==> config.mk <==
export PLATFORM = sky130hd
export DESIGN_NAME = alu
export DESIGN_NICKNAME = d
export VERILOG_FILES = /design/src/rtl/alu_pkg.sv /design/src/rtl/alu_exec.sv /design/src/rtl/alu.sv
export SDC_FILE = /design/constraint.sdc
export NUM_CORES = 1
export LEC_CHECK = 0
export CAP_MARGIN = 25
export CORE_ASPECT_RATIO = 0.7
export CORE_MARGIN = 4
export CORE_UTILIZATION = 30
export DETAILED_ROUTE_END_ITERATION = 10
export PLACE_DENSITY_LB_ADDON = 0.12
export REMOVE_ABC_BUFFERS = 1
export SYNTH_ARGS = -nofsm -noshare
export SYNTH_HDL_FRONTEND = slang
export SYNTH_SLANG_ARGS = --single-unit
==> constraint.sdc <==
create_clock -name clock -period 4.89 [get_ports clock]
set_input_delay 0.489 -clock clock [delete_from_list [all_inputs] [get_ports clock]]
set_output_delay 0.489 -clock clock [all_outputs]
set_load 0.05 [all_outputs]
==> src/rtl/alu_pkg.sv <==
// Opcode encodings (MIPS-style funct codes) and enable bit positions shared by the ALU files.
package alu_pkg;

    localparam logic [5:0] OP_ADD = 6'h20;
    localparam logic [5:0] OP_SUB = 6'h22;
    localparam logic [5:0] OP_AND = 6'h24;
    localparam logic [5:0] OP_OR  = 6'h25;
    localparam logic [5:0] OP_XOR = 6'h26;
    localparam logic [5:0] OP_NOR = 6'h27;
    localparam logic [5:0] OP_SRL = 6'h02;
    localparam logic [5:0] OP_SRA = 6'h03;

    localparam int EN_A  = 0;
    localparam int EN_B  = 1;
    localparam int EN_OP = 2;

endpackage

==> src/rtl/alu_exec.sv <==
// Combinational ALU core: maps (a, b, op) to a DATA_BUS+1 bit result whose MSB is carry/borrow.
module alu_exec
    import alu_pkg::*;
#(
    parameter int DATA_BUS = 8,
    parameter int OP_BUS   = 6
) (
    input  logic [DATA_BUS-1:0] a,
    input  logic [DATA_BUS-1:0] b,
    input  logic [OP_BUS-1:0]   op,
    output logic [DATA_BUS:0]   result
);

    // Wide compare so shift amounts at or beyond the operand width saturate.
    localparam int CW = (DATA_BUS > 32) ? DATA_BUS : 32;

    logic [CW-1:0]       b_ext;
    logic                big_shift;
    logic [DATA_BUS-1:0] sign_fill;

    always_comb begin
        b_ext     = CW'(b);
        big_shift = (b_ext >= CW'(DATA_BUS));
        sign_fill = {DATA_BUS{a[DATA_BUS-1]}};
    end

    always_comb begin
        result = '0;
        case (op)
            OP_ADD: result = {1'b0, a} + {1'b0, b};
            OP_SUB: result = {1'b0, a} - {1'b0, b};
            OP_AND: result = {1'b0, a & b};
            OP_OR:  result = {1'b0, a | b};
            OP_XOR: result = {1'b0, a ^ b};
            OP_NOR: result = {1'b0, ~(a | b)};
            OP_SRL: result = big_shift ? '0 : {1'b0, a >> b};
            OP_SRA: result = big_shift ? {1'b0, sign_fill}
                                       : {1'b0, DATA_BUS'($signed(a) >>> b)};
            default: result = '0;
        endcase
    end

endmodule

==> src/rtl/alu.sv <==
// ALU top: enable-gated operand/opcode latches feeding alu_exec.
// Define ALU_RESULT_REG_EN to register result_bus (one extra cycle of latency).
module alu
    import alu_pkg::*;
#(
    parameter int DATA_BUS = 8,
    parameter int OP_BUS   = 6
) (
    input  logic                clock,
    input  logic                reset_n,
    input  logic [DATA_BUS-1:0] op_a_bus,
    input  logic [DATA_BUS-1:0] op_b_bus,
    input  logic [OP_BUS-1:0]   op_code_bus,
    input  logic [2:0]          enables,
    output logic [DATA_BUS:0]   result_bus
);

    logic [DATA_BUS-1:0] reg_a;
    logic [DATA_BUS-1:0] reg_b;
    logic [OP_BUS-1:0]   reg_op;
    logic [DATA_BUS:0]   exec_result;

    always_ff @(posedge clock or negedge reset_n) begin
        if (!reset_n) begin
            reg_a  <= '0;
            reg_b  <= '0;
            reg_op <= '0;
        end else begin
            if (enables[EN_A])  reg_a  <= op_a_bus;
            if (enables[EN_B])  reg_b  <= op_b_bus;
            if (enables[EN_OP]) reg_op <= op_code_bus;
        end
    end

    alu_exec #(
        .DATA_BUS (DATA_BUS),
        .OP_BUS   (OP_BUS)
    ) u_exec (
        .a      (reg_a),
        .b      (reg_b),
        .op     (reg_op),
        .result (exec_result)
    );

`ifdef ALU_RESULT_REG_EN
    always_ff @(posedge clock or negedge reset_n) begin
        if (!reset_n) result_bus <= '0;
        else          result_bus <= exec_result;
    end
`else
    always_comb result_bus = exec_result;
`endif

endmodule

==> results summary, run 1 <==
The worst hold slack came out at 555 ps. The static power due to leakage came out at 1.29 nW. The total of endpoints with negative setup slack in the final report is 0. No sink is reached through more buffers than the 2 on the longest clock path. For this block, the via count after detailed routing is 2,342. STA classifies the critical path endpoint as a primary output. The endpoint identified for the worst register-to-register timing path is reg_a[7]. In this run the critical register-to-register path is launched from reg_a[7]. The register area came out at 551 um2. The final period demand of the worst path came out at 4410 ps. From left edge to right edge, the die measures 116 um. In the layout the commonest cells are sky130_fd_sc_hd__clkdlybuf4s50_1 (35), sky130_fd_sc_hd__nand2_1 (31), sky130_fd_sc_hd__ha_1 (25). The post-synthesis instance area came out at 0.00246 mm2. At the pin with the least slew margin, the transition time is 637 ps. The worst max-slew margin expressed relative to the limit came out at 0.572. The number of max-capacitance violations reported came out at 0. The share of the synthesized area in the top cell type came out at 0.224. Setup repair after global routing left no endpoint under its margin.

The depth of the CTS H-tree came out at 1. The number of distinct standard cells referenced by the synthesized netlist came out at 53. For the worst setup path, the data arrival time is 3920 ps. The areal power density over the cells is 271 mW/mm2. The total track usage came out at 0.163.

The footprint of the multi-input gates came out at 0.00178 mm2. The die area is 0.00974 mm2. The area of the placeable core is 0.00794 mm2. In the post-synthesis netlist, the biggest area contributors are sky130_fd_sc_hd__dfrtp_1 (22%), sky130_fd_sc_hd__ha_1 (13%), sky130_fd_sc_hd__mux2i_1 (5.7%).

The required time reported for the critical path endpoint is 4400 ps. The count of unresolved DRC violations after routing came out at 0. The total negative setup slack came out at 0 ps. The number of flops mapped to enable cells by yosys came out at 0. A synthesized cell averages 8.29 um2. The share of the clock period used by the worst path after layout is 0.901. The estimated wirelength of the detail-placed design is 6230 um. The initial utilization of the core area, before any placement, comes to 0.310. The share of layout cells above drive strength 1 is 0.0854. The first-iteration detailed-routing DRC count came out at 194. STA classifies the critical path startpoint as a flip-flop.

Entering global routing, the biggest net connects 26 pins. The later pin in the worst-skew pair is clocked with a latency of 260 ps. The share of async-settable or async-resettable flops after synthesis came out at 1.00.

The number of rows in the core area came out at 27. The final-report max-slew violation count is 0. The most common cell after layout, fill and taps aside is sky130_fd_sc_hd__clkdlybuf4s50_1. The maximum vdd ir drop came out at 0.000137 V. Total power for the finished layout comes to 826 uW. The count of placed standard cells in the final layout, fillers left out came out at 429. sky130_fd_sc_hd__dfrtp_1 takes more of the synthesized area than any other cell. The worst-case clock skew came out at 0 ps. The flow ran to the end, and the final reports show no timing, DRC or antenna violations. The highest attainable clock frequency came out at 227 MHz. The worst hold path belongs to the class in -> async.

The pre-antenna-repair detailed-routing pass consisted of 4 iterations. The count of mapped cells out of synthesis is 297. The routed wire length came out at 7920 um. The detail route stage leaves a number of antenna-violating nets equal to 0. The depth of the worst register-to-register path is 2. The final count of hold timing violations came to 0. The global-route wire length before repair came out at 12,400 um. The root buffer selected by CTS is sky130_fd_sc_hd__clkbuf_16.

The number of nets in the final layout is 382. The total of hold buffers inserted after clock tree synthesis is 0. The number of sinks on the clock net came out at 22. The number of warnings reported in the yosys synthesis log came out at 0. The worst setup path is of the reg -> out kind.

After clock tree synthesis, the setup repair step added 0 buffers. The total congestion overflow after global routing came out at 0. 0 antenna diodes ended up in the layout. The via-per-instance ratio came out at 5.46. The largest fanout on the critical path came out at 10.

The count of placed standard cells including taps came out at 425. For this run, the register share of the synthesized area comes to 0.224. The number of buffer cells added on primary ports came out at 35. The setup slack of the most critical reg-to-reg path is 3660 ps. The layout filler cell count is 804. The number of antenna violations at the first check in global routing is 0. The die outline height came out at 83.8 um. In this run the count of I/O pins placed on the die edge is 36. The last weighted congestion value of the routability-driven placer is 0.888. The signed area change from the synthesized netlist to the final layout came out at 23.8%. The flip-flop and latch count after synthesis came out at 22.

The number of global-route vias before repair is 2,201. TritonCTS built the clock tree. In the synthesized netlist the dominant register cell turns out to be sky130_fd_sc_hd__dfrtp_1. The utilization of the core after routing came out at 0.384. After clock tree synthesis, the clock-pin slew on the worst setup and hold paths is 70 ps. Counting the buffers created by CTS gives 3.

The average wire per standard cell is 18.5 um.
-- layer usage --
layer,GRT usage,vias to the layer above,part of all wire
li1,-,1161,-
met1,0.265,1098,0.52
met2,0.218,77,0.40
met3,0.0348,6,0.075
met4,0.0232,0,0.0080
met5,0,-,0
-- cell families after synthesis --
group	Yosys count	share of synthesized area
DFF	22	0.224
xor gates and xnor gates	18	0.0640
muxes	22	0.0935
and+or+nand+nor	89	0.199
adders and majority gates	26	0.135
buffers and inverters	33	0.0523
AOI/OAI and AO/OA	87	0.232
-- cells in the mapped netlist (2+ instances only) --
master                     number
sky130_fd_sc_hd__nand2_1       31
sky130_fd_sc_hd__ha_1          25
sky130_fd_sc_hd__o21ai_0       24
sky130_fd_sc_hd__dfrtp_1       22
sky130_fd_sc_hd__nor2_1        18
sky130_fd_sc_hd__inv_1         16
sky130_fd_sc_hd__mux2i_1       14
sky130_fd_sc_hd__a211oi_1      13
sky130_fd_sc_hd__xnor2_1       12
sky130_fd_sc_hd__clkbuf_1      11
sky130_fd_sc_hd__a21oi_1       10
sky130_fd_sc_hd__mux2_2         8
sky130_fd_sc_hd__a31oi_1        7
sky130_fd_sc_hd__nand3_1        6
sky130_fd_sc_hd__nor2b_1        6
sky130_fd_sc_hd__xor2_1         6
sky130_fd_sc_hd__a211o_1        4
sky130_fd_sc_hd__buf_2          4
sky130_fd_sc_hd__nor3_1         4
sky130_fd_sc_hd__o211ai_1       4
sky130_fd_sc_hd__o31ai_1        4
sky130_fd_sc_hd__nand2b_1       3
sky130_fd_sc_hd__nand4_1        3
sky130_fd_sc_hd__nor4_1         3
sky130_fd_sc_hd__o221ai_1       3
sky130_fd_sc_hd__o22ai_1        3
sky130_fd_sc_hd__or2_1          3
sky130_fd_sc_hd__a21o_1         2
sky130_fd_sc_hd__a22oi_1        2
sky130_fd_sc_hd__o21ai_1        2
sky130_fd_sc_hd__o311a_1        2
-- sequential cells by signal, indices dropped and copies added (netlist names) --
name,flops
reg_b,8
reg_a,8
reg_op,6
-- worst max path at each step --
stage / cells after the start / slack, ps / to / from
global placement: 11 / 650 / result_bus[6] / reg_op[3]
floorplan: 10 / 1210 / result_bus[8] / reg_op[0]
finish: 11 / 480 / result_bus[6] / reg_op[3]
global route: 11 / 180 / result_bus[6] / reg_op[3]
CTS: 11 / 340 / result_bus[7] / reg_op[3]
detailed placement: 11 / 620 / result_bus[7] / reg_op[3]
-- worst max-delay path: stages (launching register included) --
cell and delay (ps):
sky130_fd_sc_hd__dfrtp_1 400, sky130_fd_sc_hd__nor2_2 240, sky130_fd_sc_hd__and3_2 380, sky130_fd_sc_hd__nand2_1 180, sky130_fd_sc_hd__mux2i_1 200, sky130_fd_sc_hd__fa_1 460
sky130_fd_sc_hd__a211oi_1 310, sky130_fd_sc_hd__nor2_1 110, sky130_fd_sc_hd__o31ai_1 260, sky130_fd_sc_hd__xnor2_1 160, sky130_fd_sc_hd__a211o_1 150, sky130_fd_sc_hd__clkdlybuf4s50_1 800
-- final cells by class --
| class | count | area share |
|---|---|---|
| flip-flops and latches | 22 | 0.181 |
| multi-input cells | 242 | 0.585 |
| repair buffers | 43 | 0.137 |
| clock buffers | 3 | 0.0246 |
| clock inverters | 1 | 0.00985 |
| inverters | 17 | 0.0209 |
| well taps | 101 | 0.0415 |
-- power breakdown --
group          internal (mW)  switching (mW)
Sequential             0.199          0.0320
Combinational          0.149           0.206
Clock                  0.163          0.0765
Total                  0.511           0.315
-- repair_timing --
action | in CTS | in global routing
resized for setup | 0 | 1
setup endpoints to repair | 0 | 1
endpoints found under the hold margin | 0 | 0
-- through the flow --
| stage | worst slack (ps) | cell area (um2) |
|---|---|---|
| final | 482 | 3050 |
| after global routing | 182 | 3050 |
| after CTS | 338 | 3050 |
| after detailed placement | 616 | 2940 |
| after global placement | 651 | 2930 |
| after floorplan | 1210 | 2400 |
Note: power is estimated with default switching activity, not from simulation.
==> run 2: changes to the inputs <==
--- a/config.mk
+++ b/config.mk
@@ -9,6 +9,7 @@
 export CORE_ASPECT_RATIO = 0.7
 export CORE_MARGIN = 4
 export CORE_UTILIZATION = 30
+export CTS_CLUSTER_SIZE = 24
 export DETAILED_ROUTE_END_ITERATION = 10
 export PLACE_DENSITY_LB_ADDON = 0.12
 export REMOVE_ABC_BUFFERS = 1
==> results of run 2 <==
No change in the layout: final DEF, timing and power equal those of run 1.
